### config.mk
export PLATFORM = sky130hd
export DESIGN_NAME = buf_occupancy_tracker
export DESIGN_NICKNAME = d
export VERILOG_FILES = /design/src/rtl/buf_occupancy_tracker.sv
export SDC_FILE = /design/constraint.sdc
export NUM_CORES = 1
export LEC_CHECK = 0
export ABC_AREA = 1
export CAP_MARGIN = 20
export CORE_MARGIN = 3
export CORE_UTILIZATION = 55
export DETAILED_ROUTE_END_ITERATION = 10
export DONT_BUFFER_PORTS = 1
export GPL_TIMING_DRIVEN = 0
export PLACE_DENSITY = 0.73
export SLEW_MARGIN = 20
export SYNTH_ARGS = -nofsm -noshare
export SYNTH_HDL_FRONTEND = slang
export SYNTH_SLANG_ARGS = --single-unit
### constraint.sdc
create_clock -name clk -period 10.22 [get_ports clk]
set_input_delay 0 -clock clk [delete_from_list [all_inputs] [get_ports clk]]
set_output_delay 0 -clock clk [all_outputs]
set_load 0.02 [all_outputs]
### src/rtl/buf_occupancy_tracker.sv
// Front-end buffer occupancy tracker: decodes per-board serial clear streams and
// counts triggers minus clears per FPGA. Optional running peak of NFull under BUFOCC_PEAK_EN.
module buf_occupancy_tracker #(
  parameter int              NCH       = 8,
  parameter int              DEPTH     = 4,
  parameter logic [NCH-1:0]  DUAL_MASK = 8'hF0,
  parameter int              ERRW      = 16,
  localparam int             CW        = $clog2(DEPTH + 1)
) (
  input  logic                clk,
  input  logic                rst_n,
  input  logic [NCH-1:0]      mask,
  input  logic [NCH-1:0]      undo_buf,
  input  logic                trigger,
  input  logic                err_clr,
  output logic [2*NCH-1:0]    buf_clr,
  output logic [2*NCH-1:0]    blip,
  output logic                trig_ok,
  output logic [CW-1:0]       n_full,
  output logic [ERRW-1:0]     n_err,
  output logic [NCH-1:0]      err_flags
`ifdef BUFOCC_PEAK_EN
  ,
  output logic [CW-1:0]       peak_full
`endif
);

  typedef enum logic [3:0] {
    ST_WAIT = 4'b0001,
    ST_SCND = 4'b0010,
    ST_THRD = 4'b0100,
    ST_PAUS = 4'b1000
  } state_t;

  localparam logic [CW-1:0] FULL = CW'(DEPTH);

  state_t           state [NCH];
  logic [NCH-1:0]   bit2;
  logic [CW-1:0]    cnt [NCH][2];
  logic [CW-1:0]    cnt_nxt [NCH][2];
  logic [NCH-1:0]   clr_even, clr_odd, bad_code, ch_err;
  logic [2*NCH-1:0] blip_q, blip_nxt, mask_x;

  // Code evaluation happens only in the third frame slot of an enabled channel.
  always_comb begin
    logic [1:0] code;
    code     = 2'b00;
    clr_even = '0;
    clr_odd  = '0;
    bad_code = '0;
    for (int i = 0; i < NCH; i++) begin
      code = {bit2[i], undo_buf[i]};
      if (mask[i] && state[i] == ST_THRD) begin
        if (code == 2'b10)
          clr_even[i] = 1'b1;
        else if (DUAL_MASK[i] && code == 2'b01)
          clr_odd[i] = 1'b1;
        else
          bad_code[i] = 1'b1;
      end
    end
  end

  // A trigger and a clear on the same FPGA cancel; the odd counter of a single board stays 0.
  always_comb begin
    logic inc, dec;
    inc      = 1'b0;
    dec      = 1'b0;
    ch_err   = bad_code;
    blip_nxt = '0;
    for (int i = 0; i < NCH; i++) begin
      for (int f = 0; f < 2; f++) begin
        cnt_nxt[i][f] = cnt[i][f];
        inc = trigger;
        dec = (f == 0) ? clr_even[i] : clr_odd[i];
        if (!mask[i] || (f == 1 && !DUAL_MASK[i])) begin
          cnt_nxt[i][f] = '0;
        end else if (inc && !dec) begin
          if (cnt[i][f] == FULL)
            ch_err[i] = 1'b1;
          else
            cnt_nxt[i][f] = cnt[i][f] + 1'b1;
        end else if (dec && !inc) begin
          if (cnt[i][f] == '0)
            ch_err[i] = 1'b1;
          else
            cnt_nxt[i][f] = cnt[i][f] - 1'b1;
        end
      end
      blip_nxt[2*i]   = clr_even[i];
      blip_nxt[2*i+1] = DUAL_MASK[i] ? clr_odd[i] : clr_even[i];
    end
  end

  always_ff @(posedge clk or negedge rst_n) begin
    if (!rst_n) begin
      for (int i = 0; i < NCH; i++) begin
        state[i]  <= ST_WAIT;
        cnt[i][0] <= '0;
        cnt[i][1] <= '0;
      end
      bit2   <= '0;
      blip_q <= '0;
    end else begin
      for (int i = 0; i < NCH; i++) begin
        cnt[i][0] <= cnt_nxt[i][0];
        cnt[i][1] <= cnt_nxt[i][1];
        if (!mask[i]) begin
          state[i] <= ST_WAIT;
        end else begin
          unique case (state[i])
            ST_WAIT: if (undo_buf[i]) state[i] <= ST_SCND;
            ST_SCND: begin
              bit2[i]  <= undo_buf[i];
              state[i] <= ST_THRD;
            end
            ST_THRD: state[i] <= ST_PAUS;
            ST_PAUS: state[i] <= ST_WAIT;
            default: state[i] <= ST_WAIT;
          endcase
        end
      end
      blip_q <= blip_nxt;
    end
  end

  // err_clr takes priority over errors raised in the same cycle.
  always_ff @(posedge clk or negedge rst_n) begin
    if (!rst_n) begin
      err_flags <= '0;
      n_err     <= '0;
    end else if (err_clr) begin
      err_flags <= '0;
      n_err     <= '0;
    end else begin
      err_flags <= err_flags | ch_err;
      if (|ch_err && n_err != '1)
        n_err <= n_err + 1'b1;
    end
  end

  always_comb begin
    n_full  = '0;
    buf_clr = '0;
    mask_x  = '0;
    for (int i = 0; i < NCH; i++) begin
      mask_x[2*i]     = mask[i];
      mask_x[2*i+1]   = mask[i];
      buf_clr[2*i]    = !mask[i] || (cnt[i][0] < FULL);
      buf_clr[2*i+1]  = DUAL_MASK[i] ? (!mask[i] || (cnt[i][1] < FULL)) : buf_clr[2*i];
      for (int f = 0; f < 2; f++) begin
        if (mask[i] && cnt[i][f] > n_full)
          n_full = cnt[i][f];
      end
    end
    trig_ok = &(buf_clr | ~mask_x);
  end

  assign blip = blip_q;

`ifdef BUFOCC_PEAK_EN
  always_ff @(posedge clk or negedge rst_n) begin
    if (!rst_n)
      peak_full <= '0;
    else if (err_clr)
      peak_full <= '0;
    else if (n_full > peak_full)
      peak_full <= n_full;
  end
`endif

endmodule

# After elaboration in Yosys (flattened, before gate mapping)

Cells that the tools add are included.

Add/subtract/negate cells: 25
Magnitude comparators: 28
Equality and inequality tests: 93
Muxes and demuxes: 211
Bitwise gates (word level): 3
Reduce and logical (&&, ||, !) cells: 117

Operators by type and width:

| kind                    | number |
|---|---|
| $mux W3                 | 76 |
| $mux W1                 | 108 |
| $ne A3 B3 Y1 const B    | 32 |
| $pmux W4 S3             | 8 |
| $mux W4                 | 16 |
| $logic_and A1 B1 Y1     | 49 |
| $add A3 B1 Y3 const B   | 12 |
| $eq A3 B3 Y1 const B    | 12 |
| $logic_not A3 Y1        | 12 |
| $lt A3 B3 Y1 const B    | 12 |
| $ne A3 B1 Y1 const B    | 12 |
| $reduce_and A3 Y1       | 12 |
| $sub A3 B1 Y3 const B   | 12 |
| $gt A3 B3 Y1            | 11 |
| $eq A4 B1 Y1 const B    | 8 |
| $eq A4 B2 Y1 const B    | 8 |
| $eq A4 B3 Y1 const B    | 8 |
| $mux W16                | 2 |
| $logic_not A1 Y1        | 21 |
| $add A16 B1 Y16 const B | 1 |
| $eq A2 B2 Y1 const B    | 8 |
| $ne A16 B16 Y1 const B  | 1 |
| $not A16 Y16            | 1 |
| $or A16 B16 Y16         | 1 |
| other kinds (10)        | 34 |

Register bits: 116
Output and inout port bits: 60
Logic and storage cells: 508

# Depth between registers and ports, before layout

Gate-level depths: netlist (run 1).

Word-level depth: 48
Mapped depth: 82
Mapped depth without buffers: 82

# Worst setup path before layout (run 1)

Ideal clock, no wire load.

Kind: reg2out
From: register cnt[45] in the netlist's numbering
To: output port n_full[2]
Arrival time: 9958 ps
Required time: 10220 ps
Setup slack: 262 ps
Cell stages (with the launch flop): 74
Path buffers: 0
Path through: dfrtp_1 -> nor2_1 -> nand2_2 -> nand3_2 -> ha_1 -> nand3_1 -> nand2_1 -> clkinv_2 -> nand2_4 -> nand2_2 -> nand2_1 -> ha_1 -> a21oi_2 -> o21ai_4 -> nand2_2 -> nand3_2 -> and2_1 -> ha_1 -> (+38 left out) -> o21ai_1 -> ha_1 -> o32ai_1 -> inv_1 -> nand2_2 -> nand3_1 -> and2_1 -> ha_1 -> nand2_1 -> o21ai_0 -> nand3_1 -> o21ai_0 -> ha_1 -> nand2_1 -> nor2_1 -> a211oi_1 -> nor2_1 -> o21ai_0

Cells in the longest elaborated chain, start to end: 48

Ends and longest elaborated chain:

| item                             | RTL line | text |
|---|---|---|
| start: declaration               | 39       | `logic [CW-1:0] cnt [NCH][2];` |
| start signal: indexed assignment | 106      | `cnt[i][0] <= cnt_nxt[i][0];` |
| start signal: indexed assignment | 107      | `cnt[i][1] <= cnt_nxt[i][1];` |
| $gt A3 B1 Y1                     | 152      | `if (mask[i] && cnt[i][f] > n_full)` |
| $logic_and A1 B1 Y1              | 152      |  |
| $mux W3 (*)                      | 152      |  |
| $gt A1 B3 Y1                     | 152      |  |
| $logic_and A1 B1 Y1              | 152      |  |
| $mux W3 (*)                      | 152      |  |
| $gt A3 B3 Y1                     | 152      |  |
| $logic_and A1 B1 Y1              | 152      |  |
| (+32 left out)                   | -        |  |
| $logic_and A1 B1 Y1              | 152      |  |
| $mux W3 (*)                      | 152      |  |
| $gt A3 B3 Y1                     | 152      |  |
| $logic_and A1 B1 Y1              | 152      |  |
| $mux W3 (*)                      | 152      |  |
| $gt A3 B3 Y1                     | 152      |  |
| $logic_and A1 B1 Y1              | 152      |  |
| $mux W3 (*)                      | 152      |  |
| end: declaration                 | 19       | `output logic [CW-1:0] n_full,` |

Every way passes the cells marked *; elsewhere a longest branch is shown, timed or not.

# Worst setup path after layout (run 1)

From: register cnt[45] in the netlist's numbering
To: output port n_full[0]

Same word-level chain as after synthesis.

==> results.sh, run 1 <==
export IMPL_outcome="finished with violations"
export IMPL_violations="negative setup slack"
export IMPL_min_period_over_period=1.046
export IMPL_grtUsageTotal=0.2441
export IMPL_least_setup_slack_across_all_paths_after_layout_ns=-0.4677
export IMPL_max_slew_headroom_at_the_worst_pin=0.4615
export IMPL_synth_area_top_cells="sky130_fd_sc_hd__dfrtp_1 36%, sky130_fd_sc_hd__nand2_1 8.9%, sky130_fd_sc_hd__inv_1 7.5%, sky130_fd_sc_hd__ha_1 5.6%, sky130_fd_sc_hd__o21ai_0 4.2%"
export IMPL_route_detailed_vias_per_inst=5.651
export IMPL_drt_total_wl_um=20020
export IMPL_wl_per_cell_um=16.91
export IMPL_clkSlewWorstSetupHoldPaths_ns=0.08
export IMPL_endpoint="n_full[0]"
export IMPL_synth_cell_area_um2=7211
export IMPL_placed_cell_area_um2=7426
export IMPL_critical_path_slowest_cell="sky130_fd_sc_hd__dfrtp_1"
export IMPL_drt_first_pass_iters=6
export IMPL_grt_pass1_wl_um=28500
export IMPL_worst_skew_pair_late_latency_ns=0.37
export IMPL_synth_cells_most_frequent="171 x sky130_fd_sc_hd__nand2_1, 145 x sky130_fd_sc_hd__inv_1, 104 x sky130_fd_sc_hd__dfrtp_1"
export IMPL_synth_net_count=980
export IMPL_area_growth_syn_to_layout_pct=28.16
export IMPL_timing_max_transition_violations_final=0
export IMPL_finish_instance_area_um2=9241
export IMPL_vdd_ir_drop_worst_mv=0.1797
export IMPL_die_footprint_um2=14520
export IMPL_r2r_start="state[17]$_DFFE_PN0P_"
export IMPL_cts_inserted_buffers=9
export IMPL_final_layout_size_suffix_gt1_frac=0.2767
export IMPL_filler_cell_count=939
export IMPL_fin_setup_tns_ns=-1.396
export IMPL_clock_skew_ns=0.01060
export IMPL_maximum_number_of_pins_on_one_net_before_global_route_repair=113
export IMPL_synth_edff_count=0
export IMPL_fmax_mhz=93.57
export IMPL_clock_tree_htree_level_count=3
export IMPL_die_h_um=120.5
export IMPL_detailroute_via_count=6691
export IMPL_worstSetupStartpointType="flop"
export IMPL_cp_arrival_ns=10.69
export IMPL_post_synth_top_area_cell="sky130_fd_sc_hd__dfrtp_1"
export IMPL_worst_endpoint_required_ns=10.22
export IMPL_portBuffers=0
export IMPL_fp_coreArea_um2=12720
export IMPL_critPathKind="flop to primary output"
export IMPL_static_leakage_power_nw=4.435
export IMPL_post_layout_total_power_mw=3.456
export IMPL_tritoncts_clock_tree="yes"
export IMPL_starting_density=0.5668
export IMPL_post_synth_top_area_fraction=0.3609
export IMPL_boundaryPins=80
export IMPL_tightest_slew_ns=0.8078
export IMPL_yosys_cell_count_top_type="sky130_fd_sc_hd__nand2_1"
export IMPL_syn_instance_count=916
export IMPL_startpoint="cnt[45]$_DFFE_PN0P_"
export IMPL_drcViolationCount=0
export IMPL_first_iter_violations=566
export IMPL_power_per_cell_area_nw_per_um2=374.0
export IMPL_number_of_global_route_vias_before_repair=6107
export IMPL_r2r_worst_path_cells=22
export IMPL_drt_antenna_violating_nets=0
export IMPL_finish_cell_count_without_fillers=1184
export IMPL_ff2ff_setup_slack_ns=7.12
export IMPL_cts_num_sinks=112
export IMPL_synth_lib_cells_used_distinct=54
export IMPL_dp_cells=1088
export IMPL_dpl_hpwl_um=11350
export IMPL_period_minus_slack_ns=10.69
export IMPL_setup_viol_count_final=3
export IMPL_max_cap_viol_count=0
export IMPL_gp_congestion=0.8856
export IMPL_synth_ff_type="sky130_fd_sc_hd__dfrtp_1"
export IMPL_yosys_register_bits=112
export IMPL_async_flop_share=1.000
export IMPL_cts_root_buffer="sky130_fd_sc_hd__clkbuf_16"
export IMPL_die_w_um=120.5
export IMPL_crit_path_end_kind="primary output"
export IMPL_worst_r2r_end="n_err[13]$_DFFE_PN0P_"
export IMPL_hold_class="primary input to flop"
export IMPL_timing_critical_path_fanout_max=6
export IMPL_synth_seq_area_share=0.3901
export IMPL_antenna_found_initial=0
export IMPL_cts_max_path_buffers=2
export IMPL_post_synth_cell_area_avg_um2=7.872
export IMPL_yosys_warn_count=0
export IMPL_floorplan_rows=41
export IMPL_max_stage_delay_ns=0.41
export IMPL_utilization=0.7264
export IMPL_antenna_cells_inserted=0
export IMPL_grt_overflow_total=0
export IMPL_rsz0062_at_grt="yes"
export IMPL_path_common_cell="sky130_fd_sc_hd__nand2_2"
export IMPL_final_nets=1071
export IMPL_timing_hold_violations_final=0
[logic make-up after synthesis]
group | Yosys count | synth area share
flip-flops | 112 | 0.3901
AND/OR/NAND/NOR | 404 | 0.2766
XOR/XNOR | 19 | 0.02308
adder cells (fa/ha/maj) | 44 | 0.08884
buffers and inverters | 186 | 0.1031
AO/OA/AOI/OAI | 151 | 0.1183
[flip-flops by register name, summed over array words and instances (netlist names)]
| register | cells |
|---|---|
| n_err | 16 |
| err_flags | 8 |
| cnt | 36 |
| bit2 | 8 |
| state | 32 |
| blip | 12 |
[metrics by stage]
stage	hold WS [ns]	setup slack [ns]
floorplan	-0.2956	0.2623
global placement	-0.2909	-0.7494
detailed placement	-0.2906	-0.8903
CTS	0.07297	0.002346
global route	0.1083	-0.8750
finish	0.04557	-0.4677
[critical path: cells and delay by family (launching register included)]
family,cells,cell delay [ns]
compound gates,12,1.71
simple gates,42,3.96
flops,1,0.41
fa+ha+maj,9,2.34
buf+inv,18,1.90
[layout make-up]
class	count	area [µm²]	share of cell area
Buffer	20	117.6	0.01273
Inverter	166	631.9	0.06837
Clock inverter	7	67.56	0.007311
Clock buffer	9	225.2	0.02437
Tap cell	172	215.2	0.02329
Timing Repair Buffer	80	693.2	0.07501
Sequential cell	112	2814	0.3045
Multi-Input combinational cell	618	4477	0.4844
[timing repair]
item                                    in CTS  in global routing
gates resized for setup                     87                 83
endpoints found under the hold margin      180                  0
pin swaps                                   54                 45
endpoints found under the setup margin       3                  3
setup buffers                               48                 12
hold buffers                                21                  0
[per-layer routing]
metal  up-vias  share of wire  GRT usage
li1       3158              -          -
met1      3183           0.39     0.3069
met2       277           0.50     0.4191
met3        73          0.062    0.04303
met4         0          0.045    0.09561
met5         -              0          0
[power by group]
| group | switching (mW) | internal (mW) | leakage (nW) |
|---|---|---|---|
| registers | 0.0839 | 0.514 | 1.48 |
| logic | 1.40 | 1.11 | 2.82 |
| clock network | 0.182 | 0.171 | 0.139 |
| total | 1.66 | 1.79 | 4.43 |
[worst min-delay path by stage]
stage	startpoint	end	slack, ns	cells past startpoint
global route	mask[6]	cnt[7]$_DFFE_PN0P_	0.11	3
CTS	err_clr	err_flags[7]$_DFF_PN0_	0.07	2
floorplan	rst_n	bit2[0]$_DFFE_PN0P_	-0.30	0
detailed placement	rst_n	blip[10]$_DFF_PN0_	-0.29	0
global placement	rst_n	blip[10]$_DFF_PN0_	-0.29	0
finish	err_clr	err_flags[7]$_DFF_PN0_	0.05	2
[placed cells by master (no fill, tap or decap), types with 6 or more instances in the layout]
| cell type | instances |
|---|---|
| sky130_fd_sc_hd__nor3_1 | 9 |
| sky130_fd_sc_hd__buf_6 | 6 |
| sky130_fd_sc_hd__nand2_2 | 33 |
| sky130_fd_sc_hd__xor2_1 | 15 |
| sky130_fd_sc_hd__nand4_1 | 16 |
| sky130_fd_sc_hd__ha_4 | 17 |
| sky130_fd_sc_hd__o21ai_4 | 15 |
| sky130_fd_sc_hd__a21oi_1 | 31 |
| sky130_fd_sc_hd__nand2_1 | 137 |
| sky130_fd_sc_hd__nand3_2 | 18 |
| sky130_fd_sc_hd__nand3_1 | 49 |
| sky130_fd_sc_hd__inv_2 | 22 |
| sky130_fd_sc_hd__clkbuf_16 | 9 |
| sky130_fd_sc_hd__fa_1 | 12 |
| sky130_fd_sc_hd__dlygate4sd3_1 | 20 |
| sky130_fd_sc_hd__inv_1 | 141 |
| sky130_fd_sc_hd__nand3_4 | 10 |
| sky130_fd_sc_hd__o21ai_1 | 7 |
| sky130_fd_sc_hd__o22ai_1 | 12 |
| sky130_fd_sc_hd__dfstp_2 | 8 |
| sky130_fd_sc_hd__nor4_1 | 6 |
| sky130_fd_sc_hd__dfrtp_1 | 103 |
| sky130_fd_sc_hd__buf_4 | 63 |
| sky130_fd_sc_hd__o21ai_0 | 52 |
| sky130_fd_sc_hd__nor2_1 | 70 |
| sky130_fd_sc_hd__ha_1 | 15 |
| sky130_fd_sc_hd__nand2_4 | 25 |
Note: power is estimated with default switching activity, not from simulation.
==> run 2: changes to the inputs <==
--- a/config.mk
+++ b/config.mk
@@ -12,7 +12,7 @@
 export DETAILED_ROUTE_END_ITERATION = 10
 export DONT_BUFFER_PORTS = 1
 export GPL_TIMING_DRIVEN = 0
-export PLACE_DENSITY = 0.73
+export PLACE_DENSITY = 0.7
 export SLEW_MARGIN = 20
 export SYNTH_ARGS = -nofsm -noshare
 export SYNTH_HDL_FRONTEND = slang
==> constraint.sdc (replaced) <==
create_clock -name clk -period 12.85 [get_ports clk]
set_input_delay 0 -clock clk [delete_from_list [all_inputs] [get_ports clk]]
set_output_delay 0 -clock clk [all_outputs]
set_load 0.02 [all_outputs]
==> run 2 against run 1 <==
Critical endpoint is now n_full[2]. Clock skew shrank 0.0031 ns. Worst setup slack gained 1.9 ns. Core utilization shrank 10 points. Non-clock buffer count shrank 60. Via count shrank 12%. The flow now finishes without violations. Sequential cell count is the same. Critical path type unchanged. Die area is the same. Worst hold slack lost 0.026 ns. Final cell count shrank 5.1%.
==> results.sh, run 2 (synthesis gave the netlist of run 1 again) <==
export IMPL_worst_skew_pair_late_latency_ns=0.36
export IMPL_fin_setup_tns_ns=0
export IMPL_filler_cell_count=1208
export IMPL_placed_cell_area_um2=7426
export IMPL_clock_skew_ns=0.007476
export IMPL_hold_class="primary input to flop"
export IMPL_period_minus_slack_ns=11.44
export IMPL_worstSetupStartpointType="flop"
export IMPL_worstHoldStart="mask[4]"
export IMPL_floorplan_rows=41
export IMPL_drcViolationCount=0
export IMPL_hold_buffers=20
export IMPL_timing_critical_path_fanout_max=6
export IMPL_r2r_worst_path_cells=21
export IMPL_grt_overflow_total=0
export IMPL_power_per_cell_area_nw_per_um2=214.3
export IMPL_timing_hold_violations_final=0
export IMPL_area_growth_syn_to_layout_pct=10.26
export IMPL_final_nets=1011
export IMPL_portBuffers=0
export IMPL_regArea_um2=2813
export IMPL_r2r_start="state[4]$_DFFE_PN1P_"
export IMPL_max_stage_delay_ns=0.55
export IMPL_wl_per_cell_um=13.42
export IMPL_number_of_global_route_vias_before_repair=5637
export IMPL_drt_antenna_violating_nets=0
export IMPL_post_cts_resized=0
export IMPL_antenna_cells_inserted=0
export IMPL_drt_total_wl_um=15090
export IMPL_postCtsSetupBuffers=0
export IMPL_final_layout_size_suffix_gt1_frac=0.1282
export IMPL_dpl_hpwl_um=11260
export IMPL_clock_tree_htree_level_count=3
export IMPL_tightest_slew_ns=0.7627
export IMPL_cp_arrival_ns=11.44
export IMPL_cts_inserted_buffers=9
export IMPL_min_path_cells=3
export IMPL_timing_max_transition_violations_final=0
export IMPL_die_w_um=120.5
export IMPL_gp_congestion=0.8802
export IMPL_grtUsageTotal=0.2192
export IMPL_fp_coreArea_um2=12720
export IMPL_detailroute_via_count=5870
export IMPL_finish_instance_area_um2=7950
export IMPL_drt_first_pass_iters=4
export IMPL_flip_flop_count_of_the_largest_register_after_layout=36
export IMPL_path_common_cell="sky130_fd_sc_hd__nand2_2"
export IMPL_die_footprint_um2=14520
export IMPL_antenna_found_initial=0
export IMPL_ff2ff_setup_slack_ns=9.75
export IMPL_cts_num_sinks=112
export IMPL_grt_pass1_wl_um=25820
export IMPL_max_slew_headroom_at_the_worst_pin=0.4915
export IMPL_starting_density=0.5668
export IMPL_vdd_ir_drop_worst_mv=0.07661
export IMPL_fmax_mhz=87.41
export IMPL_critical_path_slowest_cell="sky130_fd_sc_hd__o21ai_0"
export IMPL_tritoncts_clock_tree="yes"
export IMPL_rsz0062_at_grt="no"
export IMPL_critPathKind="flop to primary output"
export IMPL_max_cap_viol_count=0
export IMPL_most_common_cell_after_layout_fill_and_taps_aside="sky130_fd_sc_hd__nand2_1"
export IMPL_min_period_over_period=0.8903
export IMPL_cts_root_buffer="sky130_fd_sc_hd__clkbuf_16"
export IMPL_setup_viol_count_final=0
export IMPL_register_with_the_most_flip_flops="cnt"
export IMPL_route_detailed_vias_per_inst=5.222
export IMPL_timing_hold_worst_endpoint="cnt[23]$_DFFE_PN0P_"
export IMPL_maximum_number_of_pins_on_one_net_before_global_route_repair=113
export IMPL_static_leakage_power_nw=3.968
export IMPL_cts_max_path_buffers=2
export IMPL_largestRegisters="cnt x36, state x32, n_err x16"
export IMPL_clkSlewWorstSetupHoldPaths_ns=0.08
export IMPL_crit_path_end_kind="primary output"
export IMPL_worst_endpoint_required_ns=12.85
export IMPL_outcome="completed"
export IMPL_worst_r2r_end="n_err[14]$_DFFE_PN0P_"
export IMPL_multiInputGateArea_um2=3655
export IMPL_boundaryPins=80
export IMPL_first_iter_violations=239
export IMPL_most_common_layout_cells="171 x sky130_fd_sc_hd__nand2_1, 145 x sky130_fd_sc_hd__inv_1, 104 x sky130_fd_sc_hd__dfrtp_1"
export IMPL_die_h_um=120.5
export IMPL_utilization=0.6249
-- run 2: layout make-up --
cell class              count  area share
multi-input cells         618      0.4597
flip-flops and latches    112      0.3538
inverters                 166     0.07869
clock buffers              10     0.03006
repair buffers             20     0.02738
well taps                 172     0.02707
plain buffers              20     0.01479
clock inverters             6    0.008499
-- run 2: report_power, final --
part | internal (mW) | switching, mW | leakage, nW
logic | 0.340 | 0.606 | 2.34
registers | 0.409 | 0.0580 | 1.48
clock network | 0.157 | 0.133 | 0.145
-- run 2: per-layer routing --
metal	vias up	track usage	part of all wire
met5	-	0	0
met4	0	0.07436	0.020
met2	90	0.3605	0.47
met3	17	0.04584	0.042
met1	2733	0.2900	0.47
li1	3030	-	-
-- run 2: critical path, delay by kind of cell (launching register included) --
family / cells / cell delay, ns
compound gates: 18 / 3.78
simple gates: 37 / 3.42
fa+ha+maj: 11 / 3.13
flops: 1 / 0.41
buf+inv: 5 / 0.34
-- run 2: metrics by stage --
step	cells	hold slack [ns]	total power [mW]	setup slack, ns
CTS	1124	0.01081	1.718	1.322
floorplan	916	-0.2956	1.248	2.892
finish	1124	0.01907	1.704	1.410
global route	1124	0.03957	1.884	0.2896
detailed placement	1088	-0.2911	1.408	1.742
global placement	1088	-0.2911	1.386	1.908
-- run 2: worst max path at each step --
stage	cells past startpoint	start	endpoint	slack, ns
finish	71	cnt[46]$_DFFE_PN0P_	n_full[2]	1.41
global route	72	cnt[46]$_DFFE_PN0P_	n_full[2]	0.29
CTS	71	cnt[46]$_DFFE_PN0P_	n_full[2]	1.32
detailed placement	71	cnt[45]$_DFFE_PN0P_	n_full[2]	1.74
global placement	71	cnt[45]$_DFFE_PN0P_	n_full[2]	1.91
floorplan	73	cnt[45]$_DFFE_PN0P_	n_full[2]	2.89
